<file path="config.mk">
export PLATFORM = sky130hd
export DESIGN_NAME = remora_frame_ctrl
export DESIGN_NICKNAME = d
export VERILOG_FILES = /design/src/rtl/remora_frame_ctrl.sv
export SDC_FILE = /design/constraint.sdc
export NUM_CORES = 1
export LEC_CHECK = 0
export CELL_PAD_IN_SITES_DETAIL_PLACEMENT = 1
export CELL_PAD_IN_SITES_GLOBAL_PLACEMENT = 2
export CORE_ASPECT_RATIO = 0.7
export CORE_MARGIN = 5
export CORE_UTILIZATION = 36
export DETAILED_ROUTE_END_ITERATION = 16
export PLACE_DENSITY = 0.95
export SLEW_MARGIN = 20
export SYNTH_ARGS = -nofsm -noshare
export SYNTH_HDL_FRONTEND = slang
export SYNTH_SLANG_ARGS = --single-unit
</file>
<file path="constraint.sdc">
create_clock -name clk -period 5 [get_ports clk]
set_input_delay 0.75 -clock clk [delete_from_list [all_inputs] [get_ports clk]]
set_output_delay 0.75 -clock clk [all_outputs]
set_load 0.005 [all_outputs]
</file>
<file path="src/rtl/remora_frame_ctrl.sv">
// remora_frame_ctrl: detects SPI end-of-frame, validates the header and latches command fields.
// Host watchdog is built only when REMORA_FRAME_WATCHDOG_EN is defined.
module remora_frame_ctrl #(
    parameter int BUFFER_SIZE    = 240,
    parameter int JOINTS         = 5,
    parameter int VOUTS          = 2,
    parameter int DOUTS          = 6,
    parameter int TIMEOUT_CYCLES = 2400000
) (
    input  logic                   clk,
    input  logic                   rst_n,
    input  logic                   ssel,
    input  logic [BUFFER_SIZE-1:0] rx_data,
    output logic [32*JOINTS-1:0]   freq_cmd,
    output logic [16*VOUTS-1:0]    set_point,
    output logic [JOINTS-1:0]      joint_en,
    output logic [DOUTS-1:0]       dout,
    output logic                   wd_tripped,
    output logic [15:0]            frame_ok_cnt,
    output logic [15:0]            frame_err_cnt
);

    localparam logic [31:0] HDR_WRITE = 32'h7772_6974;
    localparam logic [31:0] HDR_READ  = 32'h7265_6164;
    localparam int          EN_IDX    = 4 + 4*JOINTS + 2*VOUTS;
    localparam int          DOUT_IDX  = EN_IDX + 1;

    localparam logic [1:0] ST_IDLE  = 2'd0;
    localparam logic [1:0] ST_CHECK = 2'd1;
    localparam logic [1:0] ST_LATCH = 2'd2;

    logic                   r_ssel_s1, r_ssel_s2, r_ssel_d;
    logic [1:0]             r_state;
    logic [BUFFER_SIZE-1:0] r_cap;
    logic [15:0]            r_ok_cnt, r_err_cnt;
    logic [32*JOINTS-1:0]   r_freq;
    logic [16*VOUTS-1:0]    r_sp;
    logic [JOINTS-1:0]      r_en;
    logic [DOUTS-1:0]       r_dout;

    logic                   w_edge;
    logic [31:0]            w_hdr;
    logic [32*JOINTS-1:0]   w_freq_new;
    logic [16*VOUTS-1:0]    w_sp_new;
    logic [JOINTS-1:0]      w_en_new;
    logic [DOUTS-1:0]       w_dout_new;
    logic [7:0]             w_en_byte, w_dout_byte;
    logic                   w_wd_expire;
    logic                   w_unused;

    // Synchronizer resets high so a released reset never looks like end-of-frame.
    always_ff @(posedge clk or negedge rst_n) begin
        if (!rst_n) begin
            r_ssel_s1 <= 1'b1;
            r_ssel_s2 <= 1'b1;
            r_ssel_d  <= 1'b1;
        end else begin
            r_ssel_s1 <= ssel;
            r_ssel_s2 <= r_ssel_s1;
            r_ssel_d  <= r_ssel_s2;
        end
    end

    assign w_edge = r_ssel_s2 & ~r_ssel_d;

    // Byte k of the frame sits at [BUFFER_SIZE-1-8k -: 8]; multi-byte fields are little-endian.
    for (genvar b = 0; b < 4; b++) begin : g_hdr
        assign w_hdr[8*b +: 8] = r_cap[BUFFER_SIZE-1-8*b -: 8];
    end

    for (genvar j = 0; j < JOINTS; j++) begin : g_joint
        for (genvar b = 0; b < 4; b++) begin : g_byte
            assign w_freq_new[32*j+8*b +: 8] = r_cap[BUFFER_SIZE-1-8*(4+4*j+b) -: 8];
        end
        assign w_en_new[j] = w_en_byte[7-j];
    end

    for (genvar v = 0; v < VOUTS; v++) begin : g_vout
        for (genvar b = 0; b < 2; b++) begin : g_byte
            assign w_sp_new[16*v+8*b +: 8] = r_cap[BUFFER_SIZE-1-8*(4+4*JOINTS+2*v+b) -: 8];
        end
    end

    assign w_en_byte   = r_cap[BUFFER_SIZE-1-8*EN_IDX -: 8];
    assign w_dout_byte = r_cap[BUFFER_SIZE-1-8*DOUT_IDX -: 8];
    assign w_dout_new  = w_dout_byte[DOUTS-1:0];
    assign w_unused    = ^{w_en_byte, w_dout_byte};

    always_ff @(posedge clk or negedge rst_n) begin
        if (!rst_n) begin
            r_state   <= ST_IDLE;
            r_cap     <= '0;
            r_ok_cnt  <= '0;
            r_err_cnt <= '0;
        end else begin
            case (r_state)
                ST_IDLE: begin
                    if (w_edge) begin
                        r_cap   <= rx_data;
                        r_state <= ST_CHECK;
                    end
                end
                ST_CHECK: begin
                    if (w_hdr == HDR_WRITE) begin
                        r_state <= ST_LATCH;
                    end else begin
                        r_state <= ST_IDLE;
                        if (w_hdr == HDR_READ) r_ok_cnt  <= r_ok_cnt + 16'd1;
                        else                   r_err_cnt <= r_err_cnt + 16'd1;
                    end
                end
                ST_LATCH: begin
                    r_ok_cnt <= r_ok_cnt + 16'd1;
                    r_state  <= ST_IDLE;
                end
                default: r_state <= ST_IDLE;
            endcase
        end
    end

    // A LATCH always restarts the watchdog, so it can never coincide with an expiry.
    always_ff @(posedge clk or negedge rst_n) begin
        if (!rst_n) begin
            r_freq <= '0;
            r_sp   <= '0;
            r_en   <= '0;
            r_dout <= '0;
        end else if (r_state == ST_LATCH) begin
            r_freq <= w_freq_new;
            r_sp   <= w_sp_new;
            r_en   <= w_en_new;
            r_dout <= w_dout_new;
        end else if (w_wd_expire) begin
            r_freq <= '0;
            r_sp   <= '0;
            r_en   <= '0;
            r_dout <= '0;
        end
    end

`ifdef REMORA_FRAME_WATCHDOG_EN
    localparam int              WD_W    = $clog2(TIMEOUT_CYCLES);
    localparam logic [WD_W-1:0] WD_LOAD = WD_W'(TIMEOUT_CYCLES - 1);
    localparam logic [WD_W-1:0] WD_ONE  = WD_W'(1);

    logic [WD_W-1:0] r_wd_cnt;
    logic            r_wd_tripped;
    logic            w_wd_restart;

    assign w_wd_restart = (r_state == ST_LATCH) || ((r_state == ST_CHECK) && (w_hdr == HDR_READ));
    assign w_wd_expire  = (r_wd_cnt == WD_ONE) && !w_wd_restart;

    always_ff @(posedge clk or negedge rst_n) begin
        if (!rst_n) begin
            r_wd_cnt     <= WD_LOAD;
            r_wd_tripped <= 1'b0;
        end else begin
            if (w_wd_restart)        r_wd_cnt <= WD_LOAD;
            else if (r_wd_cnt != '0) r_wd_cnt <= r_wd_cnt - WD_ONE;

            if (r_state == ST_LATCH) r_wd_tripped <= 1'b0;
            else if (w_wd_expire)    r_wd_tripped <= 1'b1;
        end
    end

    assign wd_tripped = r_wd_tripped;
`else
    assign w_wd_expire = 1'b0;
    assign wd_tripped  = 1'b0;
`endif

    assign freq_cmd      = r_freq;
    assign set_point     = r_sp;
    assign joint_en      = r_en;
    assign dout          = r_dout;
    assign frame_ok_cnt  = r_ok_cnt;
    assign frame_err_cnt = r_err_cnt;

endmodule

</file>
==> results of run 1 <==
-- critical path: cells and delay by family, from the launching register on --
kind	cells	cell delay [ns]
simple gates	3	1.38
compound gates	1	0.41
mux	1	0.37
flops	1	0.39
-- cells by family after synthesis --
kind of cell	Yosys count
buffers and inverters	64
other	1
AND/OR/NAND/NOR	65
AO/OA/AOI/OAI	18
multiplexers	440
adder cells (fa/ha/maj)	5
flip-flops	475
XOR/XNOR	30
-- cell type report --
cell class / instances / area [µm²]
tap: 665 / 832
fill: 4781 / 24200
multi-input combinational: 559 / 5910
clock buffer: 81 / 1540
inverter: 8 / 30.0
timing repair buffer: 483 / 4920
clock inverter: 5 / 53.8
antenna: 6 / 15.0
sequential: 475 / 11900
-- cell usage in the layout (no fill, tap or decap), types with 4 or more instances in the layout --
cell type / netlist / routed
clkdlybuf4s50_1: 0 / 471
nand3_1: 13 / 13
nor2b_1: 4 / 4
diode_2: 0 / 6
inv_1: 8 / 8
a211oi_2: 9 / 9
clkbuf_16: 0 / 49
clkbuf_1: 49 / 13
mux2_2: 440 / 440
xnor2_1: 18 / 18
nand4_1: 12 / 12
clkbuf_8: 0 / 19
and3_1: 9 / 9
buf_12: 0 / 7
ha_1: 5 / 4
dfrtp_1: 472 / 472
nand2_1: 10 / 9
xor2_1: 12 / 12
-- routing by layer --
layer | GRT usage | up-vias
met2 | 0.309 | 316
met5 | 0 | -
met3 | 0.0656 | 86
met1 | 0.211 | 5707
met4 | 0.0532 | 8
li1 | - | 4836
-- report_power, final --
part	total, W	switching (W)	internal, W
sequential	0.00533	0.000541	0.00479
combinational	0.00175	0.000648	0.00110
clock	0.00360	0.00147	0.00213
-- metrics by stage --
stage / total power, W / hold slack (ns) / setup slack [ns]
floorplan: 0.00634 / 0.345 / 3.03
global placement: 0.00691 / 0.347 / 2.41
detailed placement: 0.00714 / 0.347 / 2.31
CTS: 0.0108 / 0.316 / 2.31
global route: 0.0113 / 0.0291 / 2.20
finish: 0.0107 / 0.0501 / 2.34
-- path summary, 6_finish.rpt --
kind	startpoint	to
setup / recovery	r_cap[233]	frame_ok_cnt[1]
hold / removal	rst_n	freq_cmd[107]
setup reg to reg	r_cap[233]	frame_ok_cnt[1]
hold reg to reg	r_ssel_s1	r_ssel_s2
max in group asynchronous	rst_n	freq_cmd[42]
min in group clk	r_ssel_s1	r_ssel_s2
-- Yosys cell counts, types with 5 or more instances --
cell	number	area (µm²)
dfrtp_1	472	11800
mux2_2	440	4950
clkbuf_1	49	184
xnor2_1	18	158
nand3_1	13	65.1
nand4_1	12	75.1
xor2_1	12	105
nand2_1	10	37.5
a211oi_2	9	113
and3_1	9	56.3
inv_1	8	30.0
ha_1	5	62.6
-- flip-flops by register name (all words and copies together), names as in the netlist --
name and cells:
dout 6, frame_err_cnt 16, frame_ok_cnt 16, freq_cmd 160, joint_en 5, r_cap 235, r_ssel_d 1, r_ssel_s1 1
r_ssel_s2 1, r_state 2, set_point 32
==> Implementation_results.wiki, run 1 <==
{| class="wikitable"
! Metric !! Value
|-
| Total negative setup slack || 0 ns
|-
| Cell count after placement || ~2200
|-
| Detailed-route via count || around 11000
|-
| Post-synthesis instance area || 18000 µm²
|-
| Flop2flop setup slack || 2.34 ns
|-
| Root buf cell || clkbuf_16
|-
| Number of failing hold endpoints at the final stage || 0
|-
| Floorplan core area || 49400 µm²
|-
| Worst clock skew || 0.0156 ns
|-
| Maximum root-to-sink buffer count || 3
|-
| Largest net degree at the start of global routing || roughly 120
|-
| Number of DRC violations after detailed-routing iteration 0 || 415
|-
| Final Instance Count excl. Fillers || 2282
|-
| Worst-Skew Late Latency || 0.56 ns
|-
| Standard-cell row count || 68
|-
| Number of synthesized register bits || roughly 480
|-
| Highest net fanout along the worst path || 15
|-
| CP endpoint kind || flop
|-
| Total routed wirelength || 50.0 mm
|-
| Met3 routed WL || 3.96 mm
|-
| Worst Tran Pin Value || between 0.9 and 1 ns
|-
| Proportion of synthesized flip-flops having asynchronous set or reset || 1.00
|-
| Delay of the slowest cell on the worst path || 0.74 ns
|-
| Post-detailed-route count of antenna-violating nets || 0
|-
| Share of final-layout standard cells stronger than drive strength 1 || 0.339
|-
| Routed length on met2 || 25.3 mm
|-
| Mux cell area share after synthesis || 0.275
|-
| Logic depth of the worst register-to-register path || 5
|-
| Max capacitance violation total || 0
|-
| Dominant register cell in the synthesized netlist || dfrtp_1
|-
| Result of the run || completed
|-
| Fin util || 0.509
|-
| Critical Setup Path Class || flop to flop
|-
| Initial standard-cell utilization of the core || 0.365
|-
| H-tree depth || 2
|-
| Remaining routing DRC violations || 0
|-
| Element type at the critical path start || flop
|-
| Number of nets at the end of the flow || 1822
|-
| Yosys cell types || 35
|-
| Avg Synthesized Cell Area || ~16 µm²
|-
| VDD IR-drop max || 248 µV
|-
| Num Clock Sinks || about 480
|-
| First-pass GRT wire length || 77.5 mm
|-
| Cts bufs inserted || 47
|-
| Die X || 278 µm
|-
| P_leak || roughly 11 nW
|-
| Final weighted congestion of routability-driven global placement || ~0.78
|-
| Final instance area || 25200 µm²
|-
| Area fraction in and, or, nand and nor cells after synthesis || 0.0223
|-
| Uppermost routed layer || met5
|-
| IO Pins || around 480
|-
| Number of global-route vias before repair || about 13000
|-
| Area enclosed by the die boundary || roughly 55000 µm²
|-
| Minimum period implied by the final worst setup slack || approximately 2.7 ns
|-
| Grt total ovfl || 0
|-
| Cts-stage hold buffer count || 0
|-
| Via density || 4.80
|-
| Clock-pin slew of the registers on the worst-case setup and hold paths || 0.06 ns
|-
| Min-delay worst type || input pin to async pin
|-
| Synthesized-area fraction occupied by adder cells || 0.00347
|-
| Share of the cycle needed by the critical path after routing || 0.533
|-
| TritonRoute pass-1 iters || 4
|-
| Die height || 197 µm
|-
| Xor/xnor cell area share of the yosys netlist || 0.0146
|-
| Share of the synthesized area in compound gates (AO/OA/AOI/OAI) || 0.0111
|-
| Max transition margin || 0.367
|-
| Final setup violation count || 0
|-
| Count of buffers added by post-CTS timing repair for setup || 0
|-
| Number of antenna violations at the first check in global routing || 7
|-
| Worst Path Arrival || between 3 and 4 ns
|-
| Count of yosys warnings during synthesis || 0
|-
| Wire per inst || about 22 µm
|-
| Met1 routed wirelength after detailed routing || 19.4 mm
|-
| HPWL after detailed placement || 34.1 mm
|-
| Post-CTS resize count || 0
|-
| Critical-path cell list || nor4b_2 > nand4_1 > or3_1 > a21oi_1 > mux2_2
|-
| Peak clock frequency supported by timing || between 0.3 and 0.4 GHz
|-
| Total power per unit cell area || ~420 nW/µm²
|-
| Post-Syn Instances || roughly 1100
|-
| Synthesized net count || 1346
|-
| Syn-to-layout area delta || 39.6%
|-
| Setup repair after global routing missed its margin || no
|-
| Max stage delay cell, worst path || or3_1
|-
| Combined global-route utilization of all metal layers || 0.179
|-
| TritonCTS clock tree || yes
|-
| Largest family of logic cells by synthesized area || multiplexers
|-
| IO buf count || 472
|-
| CP Data Required Time || 5.44 ns
|-
| Post-synth EDFFs || 0
|-
| Count of final max-slew check failures || 0
|-
| Portion of the post-synthesis area used by sequential elements || 0.659
|-
| Placed instance area || 23600 µm²
|}
Power figures use the tool's default switching activity.
==> run 2: changes to the inputs <==
- CORE_UTILIZATION: 36 -> 30
- PLACE_DENSITY: 0.95 -> 0.85
- clock period: 5 -> 2.4 ns (I/O delays scaled with it)
==> Implementation_results.wiki, run 2 (synthesized netlist as in run 1, its figures left out) <==
{| class="wikitable"
! Metric !! Value
|-
| Result of the run || completed
|-
| Worst Path Arrival || 2.67 ns (-0.44 ns)
|-
| Worst slack at placement || 0.0206 ns (-2.29 ns)
|-
| Root buf cell || clkbuf_16
|-
| Max reg flops || 235 (unchanged)
|-
| Final Instance Count excl. Fillers || 2457 (+7.7%)
|-
| Die X || 303 µm (+9.2%)
|-
| Grt total ovfl || 0 (unchanged)
|-
| Delay of the slowest cell on the worst path || 0.51 ns (-0.23 ns)
|-
| Total negative setup slack || 0 ns (unchanged)
|-
| Kind of cell adding the most delay to the critical path || simple AND/OR/NAND/NOR gates
|-
| Element type at the critical path start || flop
|-
| Max transition margin || 0.612 (+0.245)
|-
| Combined global-route utilization of all metal layers || 0.150 (-0.0291)
|-
| Worst-Skew Late Latency || 0.57 ns (about the same)
|-
| H-tree depth || 2 (unchanged)
|-
| Area enclosed by the die boundary || 65200 µm² (+19%)
|-
| TritonRoute pass-1 iters || 4 (unchanged)
|-
| CP Data Required Time || 2.87 ns (-2.57 ns)
|-
| Total routed wirelength || 49.7 mm (-0.68%)
|-
| Number of DRC violations after detailed-routing iteration 0 || 313 (-25%)
|-
| Largest net degree at the start of global routing || 96 (-22%)
|-
| Maximum root-to-sink buffer count || 3 (unchanged)
|-
| Share of the cycle needed by the critical path after routing || 0.917 (+0.384)
|-
| VDD IR-drop max || 470 µV (+90%)
|-
| Detailed-route via count || 11100 (+1.1%)
|-
| Worst Tran Pin Value || 0.582 ns (-0.367 ns)
|-
| Die height || 215 µm (+9.1%)
|-
| Share of final-layout standard cells stronger than drive strength 1 || 0.354 (+0.0149)
|-
| Minimum period implied by the final worst setup slack || 2.20 ns (-0.463 ns)
|-
| Peak clock frequency supported by timing || 0.454 GHz (+21%)
|-
| CP endpoint kind || flop
|-
| Worst path bufs/invs || 1 (+1)
|-
| Via density || 4.51 (-6.1%)
|-
| Most used cells in the layout excluding fill and tap cells || dfrtp_1, clkdlybuf4s50_1, mux2_2
|-
| TritonCTS clock tree || yes
|-
| Cts bufs inserted || 47 (unchanged)
|-
| Setup repair after global routing missed its margin || no
|-
| Max stage delay cell, worst path || or3_4
|-
| Initial standard-cell utilization of the core || 0.302 (-0.0627)
|-
| Remaining routing DRC violations || 0 (unchanged)
|-
| Post-route setup slack || 0.199 ns (-2.14 ns)
|-
| Floorplan core area || 59700 µm² (+21%)
|-
| IO buf count || 472 (unchanged)
|-
| Fin util || 0.430 (-0.0793)
|-
| Critical-path cell list || nor4b_2 > nand4_1 > or3_4 > buf_4 > a211oi_2 > xor2_1
|-
| Register with the highest flop count || r_cap
|-
| IO Pins || 479 (unchanged)
|-
| Highest net fanout along the worst path || 8 (-7)
|-
| Worst clock skew || 0.0153 ns (-0.000353 ns)
|-
| Flop2flop setup slack || 0.20 ns (-2.14 ns)
|-
| Final weighted congestion of routability-driven global placement || 0.766 (-1.4%)
|-
| Standard-cell row count || 75 (+10%)
|-
| Final setup violation count || 0 (unchanged)
|-
| Number of antenna violations at the first check in global routing || 4 (-3)
|-
| HPWL after detailed placement || 36.1 mm (+5.9%)
|-
| Wire per inst || 20.2 µm (-7.8%)
|-
| Total power per unit cell area || 871 nW/µm² (+110%)
|-
| Num Clock Sinks || 475 (unchanged)
|-
| Critical Setup Path Class || flop to flop
|-
| Post-detailed-route count of antenna-violating nets || 0 (unchanged)
|-
| Max capacitance violation total || 0 (unchanged)
|-
| Count of final max-slew check failures || 0 (unchanged)
|-
| Most common library cell in the layout ignoring fill and taps || dfrtp_1
|-
| P_leak || 11.3 nW (+1.6%)
|-
| Min-delay worst type || input pin to flop
|-
| Number of nets at the end of the flow || 1855 (+1.8%)
|-
| First-pass GRT wire length || 77.3 mm (-0.21%)
|-
| Clock-pin slew of the registers on the worst-case setup and hold paths || 0.07 ns (about the same)
|-
| Cell count after placement || 2365 (+8.0%)
|-
| Number of failing hold endpoints at the final stage || 0 (unchanged)
|-
| Number of global-route vias before repair || 13100 (+2.8%)
|-
| Syn-to-layout area delta || 42.4%
|}
[run 2: changes by cell type in the layout (fill, tap and decap cells not counted), moves of 2 or more]
| cell | before | now |
|---|---|---|
| clkinv_2 | 3 | 8 |
| diode_2 | 6 | 4 |
| clkbuf_1 | 13 | 11 |
| buf_12 | 7 | 13 |
| buf_4 | 3 | 30 |
| clkbuf_8 | 19 | 14 |
| bufinv_16 | 1 | 3 |
[run 2: area by class of cell]
| class | instances | area [µm²] |
|---|---|---|
| sequential | 475 | 11900 |
| multi-input combinational | 559 | 5910 |
| antenna | 4 | 10.0 |
| clock inverter | 14 | 163 |
| fill | 6016 | 34000 |
| tap | 808 | 1010 |
| clock buffer | 73 | 1440 |
| timing repair buffer | 516 | 5230 |
| inverter | 8 | 30.0 |
[run 2: what timing repair did]
action | 4_1_cts | 5_1_grt
endpoints found under the hold margin | 43 | 0
setup endpoints to repair | 1 | 0
hold buffers | 1 | 0
resized for setup | 1 | 0
buffers inserted | 0 | 0
[run 2: power breakdown]
part / switching (W) / internal [W]
sequential: 0.00107 / 0.00998
combinational: 0.00135 / 0.00238
clock: 0.00315 / 0.00444
total: 0.00557 / 0.0168
[run 2: metal layers]
metal,up-vias,GRT usage,routed length [µm]
li1,4899,-,-
met2,295,0.249,24100
met1,5799,0.180,19900
met3,78,0.0598,4370
met5,-,0,13
met4,2,0.0423,1270
[run 2: stage by stage]
step / cell area [µm²] / total power [W] / hold WS (ns)
3_3_place_gp: 24100 / 0.0146 / 0.348
2_1_floorplan: 18000 / 0.0132 / 0.0644
4_1_cts: 25700 / 0.0228 / 0.207
5_1_grt: 25700 / 0.0236 / 0.220
6_report: 25700 / 0.0224 / 0.251
3_5_place_dp: 24100 / 0.0150 / 0.352
[run 2: worst paths after layout]
| kind | from | end | cells past startpoint |
|---|---|---|---|
| worst max-delay path | r_cap[239] | frame_ok_cnt[12] | 6 |
| worst min-delay path | ssel | r_ssel_s1 | 1 |
| min in group asynchronous | rst_n | freq_cmd[106] | 2 |
| worst max register to register | r_cap[239] | frame_ok_cnt[12] | 6 |
| max in group asynchronous | rst_n | frame_err_cnt[6] | 3 |
| worst min register to register | r_ssel_s1 | r_ssel_s2 | 0 |
[run 2: worst reg2reg max path, stage by stage, from the launching register on]
cell and delay [ns]:
dfrtp_1 0.39, nor4b_2 0.29, nand4_1 0.24, or3_4 0.51, buf_4 0.20, a211oi_2 0.25
xor2_1 0.23
